$ cat src/rtl/uart_pkg.sv
// Shared UART definitions: tx state encoding, parity-mode constants and parity helper.
// Also intended for the receive side.
package uart_pkg;

  localparam int unsigned MAX_DATA_BITS = 9;

  typedef enum logic [2:0] {
    ST_IDLE   = 3'd0,
    ST_START  = 3'd1,
    ST_DATA   = 3'd2,
    ST_PARITY = 3'd3,
    ST_STOP   = 3'd4
  } tx_state_e;

  localparam logic PAR_MODE_EVEN = 1'b0;
  localparam logic PAR_MODE_ODD  = 1'b1;

  // Unused upper bits must be zero so they do not disturb the XOR reduction.
  function automatic logic parity_bit(input logic [MAX_DATA_BITS-1:0] data, input logic odd);
    return (^data) ^ odd;
  endfunction

endpackage

$ cat src/rtl/uart_tx_fifo.sv
// Synchronous FIFO buffering words for the UART transmitter.
// Ready and empty are registered from the next fill level.
module uart_tx_fifo #(
  parameter int unsigned DATA_BITS  = 8,
  parameter int unsigned FIFO_DEPTH = 4
) (
  input  logic                          clk,
  input  logic                          rst,
  input  logic                          i_push,
  input  logic [DATA_BITS-1:0]          i_data,
  input  logic                          i_pop,
  output logic [DATA_BITS-1:0]          o_data,
  output logic                          o_ready,
  output logic                          o_empty,
  output logic [$clog2(FIFO_DEPTH):0]   o_level
);

  localparam int unsigned AW = $clog2(FIFO_DEPTH);
  localparam int unsigned LW = AW + 1;

  logic [DATA_BITS-1:0] r_mem [FIFO_DEPTH];
  logic [AW-1:0]        r_wr_ptr;
  logic [AW-1:0]        r_rd_ptr;
  logic [LW-1:0]        r_level;
  logic                 r_ready;
  logic                 r_empty;
  logic                 w_push;
  logic                 w_pop;
  logic [LW-1:0]        w_level_nxt;

  assign w_push      = i_push && r_ready;
  assign w_pop       = i_pop && !r_empty;
  assign w_level_nxt = r_level + LW'(w_push) - LW'(w_pop);

  always_ff @(posedge clk) begin
    if (!rst) begin
      r_wr_ptr <= '0;
      r_rd_ptr <= '0;
      r_level  <= '0;
      r_ready  <= 1'b1;
      r_empty  <= 1'b1;
    end else begin
      if (w_push) r_wr_ptr <= r_wr_ptr + AW'(1);
      if (w_pop)  r_rd_ptr <= r_rd_ptr + AW'(1);
      r_level <= w_level_nxt;
      r_ready <= (w_level_nxt != LW'(FIFO_DEPTH));
      r_empty <= (w_level_nxt == '0);
    end
  end

  // Storage carries no reset; validity is tracked by the level.
  always_ff @(posedge clk) begin
    if (w_push) r_mem[r_wr_ptr] <= i_data;
  end

  assign o_data  = r_mem[r_rd_ptr];
  assign o_ready = r_ready;
  assign o_empty = r_empty;
  assign o_level = r_level;

endmodule

$ cat src/rtl/uart_tx_param.sv
// Parametrised UART transmitter: FIFO-fed frame FSM with shifter, stepped by baud_tick.
// Frames run back-to-back while the FIFO holds data.
module uart_tx_param
  import uart_pkg::*;
#(
  parameter int unsigned DATA_BITS  = 8,
  parameter int unsigned PARITY_EN  = 0,
  parameter int unsigned PARITY_ODD = 0,
  parameter int unsigned STOP_BITS  = 1,
  parameter int unsigned FIFO_DEPTH = 4
) (
  input  logic                          clk,
  input  logic                          rst,
  input  logic                          baud_tick,
  input  logic [DATA_BITS-1:0]          s_data,
  input  logic                          s_valid,
  output logic                          s_ready,
  output logic                          tx,
  output logic                          tx_busy,
  output logic                          frame_done,
  output logic [$clog2(FIFO_DEPTH):0]   fifo_level
);

  localparam int unsigned BW       = $clog2(DATA_BITS);
  localparam logic        ODD_MODE = (PARITY_ODD != 0) ? PAR_MODE_ODD : PAR_MODE_EVEN;

  tx_state_e            r_state, w_state_nxt;
  logic [DATA_BITS-1:0] r_shift, w_shift_nxt;
  logic [BW-1:0]        r_bit_cnt, w_bit_cnt_nxt;
  logic                 r_stop_cnt, w_stop_cnt_nxt;
  logic                 r_par, w_par_nxt;
  logic                 r_tx, w_tx_nxt;
  logic                 r_busy, w_busy_nxt;
  logic                 r_done, w_done_nxt;
  logic                 w_pop;
  logic                 w_empty;
  logic [DATA_BITS-1:0] w_fifo_data;

  uart_tx_fifo #(
    .DATA_BITS  (DATA_BITS),
    .FIFO_DEPTH (FIFO_DEPTH)
  ) u_fifo (
    .clk     (clk),
    .rst     (rst),
    .i_push  (s_valid),
    .i_data  (s_data),
    .i_pop   (w_pop),
    .o_data  (w_fifo_data),
    .o_ready (s_ready),
    .o_empty (w_empty),
    .o_level (fifo_level)
  );

  always_ff @(posedge clk) begin
    if (!rst) begin
      r_state    <= ST_IDLE;
      r_shift    <= '0;
      r_bit_cnt  <= '0;
      r_stop_cnt <= 1'b0;
      r_par      <= 1'b0;
      r_tx       <= 1'b1;
      r_busy     <= 1'b0;
      r_done     <= 1'b0;
    end else begin
      r_state    <= w_state_nxt;
      r_shift    <= w_shift_nxt;
      r_bit_cnt  <= w_bit_cnt_nxt;
      r_stop_cnt <= w_stop_cnt_nxt;
      r_par      <= w_par_nxt;
      r_tx       <= w_tx_nxt;
      r_busy     <= w_busy_nxt;
      r_done     <= w_done_nxt;
    end
  end

  always_comb begin
    w_state_nxt    = r_state;
    w_shift_nxt    = r_shift;
    w_bit_cnt_nxt  = r_bit_cnt;
    w_stop_cnt_nxt = r_stop_cnt;
    w_par_nxt      = r_par;
    w_tx_nxt       = r_tx;
    w_done_nxt     = 1'b0;
    w_pop          = 1'b0;
    if (baud_tick) begin
      case (r_state)
        ST_IDLE: begin
          if (!w_empty) begin
            w_pop       = 1'b1;
            w_tx_nxt    = 1'b0;
            w_state_nxt = ST_START;
          end
        end
        ST_START: begin
          w_tx_nxt      = r_shift[0];
          w_shift_nxt   = r_shift >> 1;
          w_bit_cnt_nxt = '0;
          w_state_nxt   = ST_DATA;
        end
        ST_DATA: begin
          if (r_bit_cnt == BW'(DATA_BITS - 1)) begin
            if (PARITY_EN != 0) begin
              w_tx_nxt    = r_par;
              w_state_nxt = ST_PARITY;
            end else begin
              w_tx_nxt       = 1'b1;
              w_stop_cnt_nxt = 1'b0;
              w_state_nxt    = ST_STOP;
            end
          end else begin
            w_bit_cnt_nxt = r_bit_cnt + BW'(1);
            w_tx_nxt      = r_shift[0];
            w_shift_nxt   = r_shift >> 1;
          end
        end
        ST_PARITY: begin
          w_tx_nxt       = 1'b1;
          w_stop_cnt_nxt = 1'b0;
          w_state_nxt    = ST_STOP;
        end
        ST_STOP: begin
          if (r_stop_cnt == 1'(STOP_BITS - 1)) begin
            w_done_nxt = 1'b1;
            if (!w_empty) begin
              w_pop       = 1'b1;
              w_tx_nxt    = 1'b0;
              w_state_nxt = ST_START;
            end else begin
              w_tx_nxt    = 1'b1;
              w_state_nxt = ST_IDLE;
            end
          end else begin
            w_stop_cnt_nxt = 1'b1;
          end
        end
        default: begin
          w_tx_nxt    = 1'b1;
          w_state_nxt = ST_IDLE;
        end
      endcase
    end
    // Popped word is latched with its parity so the next frame needs no further FIFO access.
    if (w_pop) begin
      w_shift_nxt = w_fifo_data;
      w_par_nxt   = parity_bit(MAX_DATA_BITS'(w_fifo_data), ODD_MODE);
    end
    w_busy_nxt = (w_state_nxt != ST_IDLE);
  end

  assign tx         = r_tx;
  assign tx_busy    = r_busy;
  assign frame_done = r_done;

endmodule

$ cat config.mk
export PLATFORM = sky130hd
export DESIGN_NAME = uart_tx_param
export DESIGN_NICKNAME = d
export VERILOG_FILES = /design/src/rtl/uart_pkg.sv /design/src/rtl/uart_tx_fifo.sv /design/src/rtl/uart_tx_param.sv
export SDC_FILE = /design/constraint.sdc
export NUM_CORES = 1
export LEC_CHECK = 0
export ABC_AREA = 1
export BUFFER_PORTS_ARGS = -buffer_cell sky130_fd_sc_hd__buf_2
export CAP_MARGIN = 20
export CELL_PAD_IN_SITES_DETAIL_PLACEMENT = 0
export CELL_PAD_IN_SITES_GLOBAL_PLACEMENT = 1
export CORE_MARGIN = 2
export CORE_UTILIZATION = 49
export DETAILED_ROUTE_END_ITERATION = 7
export GPL_TIMING_DRIVEN = 0
export PLACE_DENSITY = 0.94
export SKIP_LAST_GASP = 1
export SLEW_MARGIN = 10
export SYNTH_ARGS = -nofsm -noshare
export SYNTH_HDL_FRONTEND = slang
export SYNTH_HIERARCHICAL = 1
export SYNTH_SLANG_ARGS = --single-unit
$ cat constraint.sdc
create_clock -name clk -period 5.8 [get_ports clk]
set_input_delay 0.58 -clock clk [delete_from_list [all_inputs] [get_ports clk]]
set_output_delay 0.58 -clock clk [all_outputs]
set_load 0.01 [all_outputs]
==> flow_summary.json <==
{
  "num_vias": 1911,
  "synth_area_um2": 2610,
  "vias_per_cell": 5.04,
  "multi_input_area_um2": 898,
  "maxSlewViolCount": 0,
  "htree_num_levels": 3,
  "rsz0062_at_grt": "no",
  "fin_cells": 379,
  "cp_data_required_time_ns": 6.00,
  "clock_skew_ns": 0.00709,
  "worst_hold_path_type": "in2reg",
  "holdPathEnd": "u_fifo/r_mem[0][7]",
  "drt_wl_total_um": 4930,
  "period_needed_ns": 2.52,
  "wl_per_cell_um": 13.0,
  "synthDistinctLibCells": 24,
  "first_pass_iters": 4,
  "numPortBuffers": 18,
  "cts_made_buffers": 9,
  "hold_viol_final": 0,
  "antenna_cells": 0,
  "cts.repair.resized": 0,
  "root_buffer": "clkbuf_8",
  "tns_ns": 0,
  "timing.fmax_mhz": 397,
  "clkLatencyLatePin_ns": 0.33,
  "synth_nets": 296,
  "whs_path_depth": 1,
  "p_leak_nw": 1.26,
  "switching_share_pct": 30.6,
  "maxSlewHeadroom_pct": 48.4,
  "grt_overflow": 0,
  "syn_avg_cell_area_um2": 9.50,
  "rr_endpoint": "u_fifo/o_ready",
  "setup_viol": 0,
  "rr_startpoint": "r_state[0]",
  "pwr-share-comb_pct": 23.1,
  "hold_buffers": 0,
  "worstPathMaxFanout": 10,
  "rows": 26,
  "r2r_cells": 16,
  "grt_antenna_before_repair": 0,
  "power_density_nw_per_um2": 407,
  "grt_pass1_vias": 1858,
  "cp-end-kind": "flip-flop",
  "start_util_pct": 50.8,
  "drc": 0,
  "cts_tree": "done",
  "clkPwrFrac_pct": 32.9,
  "num-fill-cells": 485,
  "drtIter0Drc": 50,
  "post-route-util_pct": 58.5,
  "post-cts-setup-buffers": 0,
  "synth_seq_area_share_pct": 58.2,
  "critPathKind": "reg2reg",
  "grt_max_degree": 13,
  "power_frac_seq_pct": 44.0,
  "core_area_um2": 5140,
  "worstSetupStartpointType": "flip-flop",
  "die_area_um2": 5930,
  "dpl.hpwl_um": 3390,
  "io_pins": 19,
  "fin_crit_sh_pct": 43.5,
  "r2r_setup_slack_ns": 3.28,
  "areaGrowthSynthToFinish_pct": 15.0,
  "worst_slack_ns": 3.28,
  "place_ws_ns": 3.09,
  "clock_sinks": 60,
  "hold_path.startpoint": "s_data[7]",
  "dpl.cell_count": 363,
  "cp_data_arrival_time_ns": 2.73,
  "clkTransAtPathRegs_ns": 0.07,
  "seqCellArea_um2": 1520,
  "worst_slew_pin_slew_ns": 0.771,
  "finalNetCount": 325,
  "grt_pass1_wl_um": 8550,
  "switchingPower_w": 0.000375,
  "maxCapViolCount": 0,
  "place_congestion": 0.771,
  "status": "completed",
  "die_h_um": 77.0,
  "chipWidth_um": 77.0,
  "postSynthCellCount": 275,
  "postRouteAntennaNets": 0,
  "ctsLongestPathBuffers": 2,
  "internal_power_w": 0.000849,
  "track_usage_pct": 18.7,
  "ir_drop_mv": 0.300,
  "drive_gt1_share_pct": 17.8,
  "synth-seq-cells": 60,
  "yosys_warnings": 6
}
## per-stage QoR
| step | total power, W | cell area (um^2) | hold WS [ns] |
|---|---|---|---|
| 2_1_floorplan | 0.000750 | 2610 | 0.447 |
| 5_1_grt | 0.00130 | 3010 | 0.447 |
| 6_report | 0.00122 | 3010 | 0.456 |
| 3_5_place_dp | 0.000830 | 2790 | 0.461 |
| 3_3_place_gp | 0.000823 | 2790 | 0.453 |
| 4_1_cts | 0.00123 | 3010 | 0.441 |
## cells by family (layout without fill, tap and decap cells)
kind of cell / after synthesis / after routing / share of synthesized area [%]
AO/OA/AOI/OAI: 49 / 49 / 10.5
adder cells (fa/ha/maj): 9 / 9 / 4.60
buffers and inverters: 42 / 76 / 7.38
flip-flops: 60 / 60 / 58.2
AND/OR/NAND/NOR: 115 / 115 / 19.3
## flip-flops by register name, indices dropped and copies added (netlist names), named ones only
name,count
r_bit_cnt,3
u_fifo/r_mem,32
r_state,3
r_shift,8
u_fifo/o_ready,1
frame_done,1
tx,1
u_fifo/r_rd_ptr,2
u_fifo/o_empty,1
u_fifo/o_level,3
tx_busy,1
u_fifo/r_wr_ptr,2
## cell type report
cell class / instances / area share [%]
buffer: 8 / 2.16
clock buffer: 9 / 4.12
clock inverter: 7 / 3.04
inverter: 34 / 4.25
multi-input combinational: 173 / 29.9
sequential: 60 / 50.6
tap: 70 / 2.91
timing repair buffer: 18 / 3.00
## power groups by stage
stage	clock, W	sequential, W	combinational, W
after floorplan	0	0.000549	0.000201
after global placement	0	0.000546	0.000277
after detailed placement	0	0.000547	0.000283
after CTS	0.000410	0.000538	0.000285
after global routing	0.000432	0.000545	0.000327
final	0.000403	0.000538	0.000283
## metal layers
metal / vias to the layer above / track usage [%] / routed length (um)
li1: 984 / - / -
met1: 890 / 23.5 / 2290
met2: 31 / 30.5 / 2390
met3: 6 / 6.00 / 172
met4: 0 / 6.43 / 75
met5: - / 0 / 0
## synth_stat cells
cell      count  area (um^2)
nand3_2       1         10.0
nor3_1        1         5.00
ha_1          8          100
buf_2         1         5.00
fa_1          1         20.0
o21ai_2       4         35.0
nand3_1      17         85.1
nand4_1       9         56.3
nor2_2        4         25.0
a21oi_1      14         70.1
buf_4         1         7.51
edfxtp_1     32          961
o22ai_1       8         50.1
dfxtp_1      28          561
o21bai_1      2         15.0
nor2_1       32          120
clkbuf_1      2         7.51
buf_6         4         45.0
nand2_2       4         25.0
o21ai_0      18         90.1
inv_1        30          113
inv_2         4         15.0
nand2_1      47          176
o21ai_1       3         15.0
## worst max-delay path, stage by stage, from the launching register on
cell and delay [ns]:
dfxtp_1 0.43, nor2_2 0.09, nand3_2 0.15, buf_6 0.16, inv_2 0.05, nand2_1 0.10
inv_1 0.07, ha_1 0.27, inv_1 0.04, ha_1 0.19, fa_1 0.41, inv_1 0.08
nand2_1 0.06, nand2_1 0.07, nand2_1 0.08, nand2_1 0.07, nand3_1 0.09
## how the worst max path moves through the flow
stage | startpoint | end | slack (ns)
2_1_floorplan | baud_tick | u_fifo/o_ready | 3.50
3_3_place_gp | baud_tick | u_fifo/o_ready | 3.11
3_5_place_dp | baud_tick | u_fifo/o_ready | 3.09
4_1_cts | r_state[0] | u_fifo/o_ready | 3.29
5_1_grt | u_fifo/o_empty | u_fifo/o_ready | 3.09
6_report | r_state[0] | u_fifo/o_ready | 3.28
## layout by cell type (no fill, tap or decap), types with 3 or more instances in the layout
cell type | Yosys | layout
a21oi_1 | 14 | 14
buf_2 | 1 | 19
buf_6 | 4 | 4
clkbuf_8 | 0 | 9
dfxtp_1 | 28 | 28
edfxtp_1 | 32 | 32
ha_1 | 8 | 8
inv_1 | 30 | 30
inv_2 | 4 | 4
nand2_1 | 47 | 47
nand2_2 | 4 | 4
nand3_1 | 17 | 17
nand4_1 | 9 | 9
nor2_1 | 32 | 32
nor2_2 | 4 | 4
o21ai_0 | 18 | 18
o21ai_1 | 3 | 3
o21ai_2 | 4 | 4
o22ai_1 | 8 | 8
No activity file was read; power rests on OpenSTA's default activity.
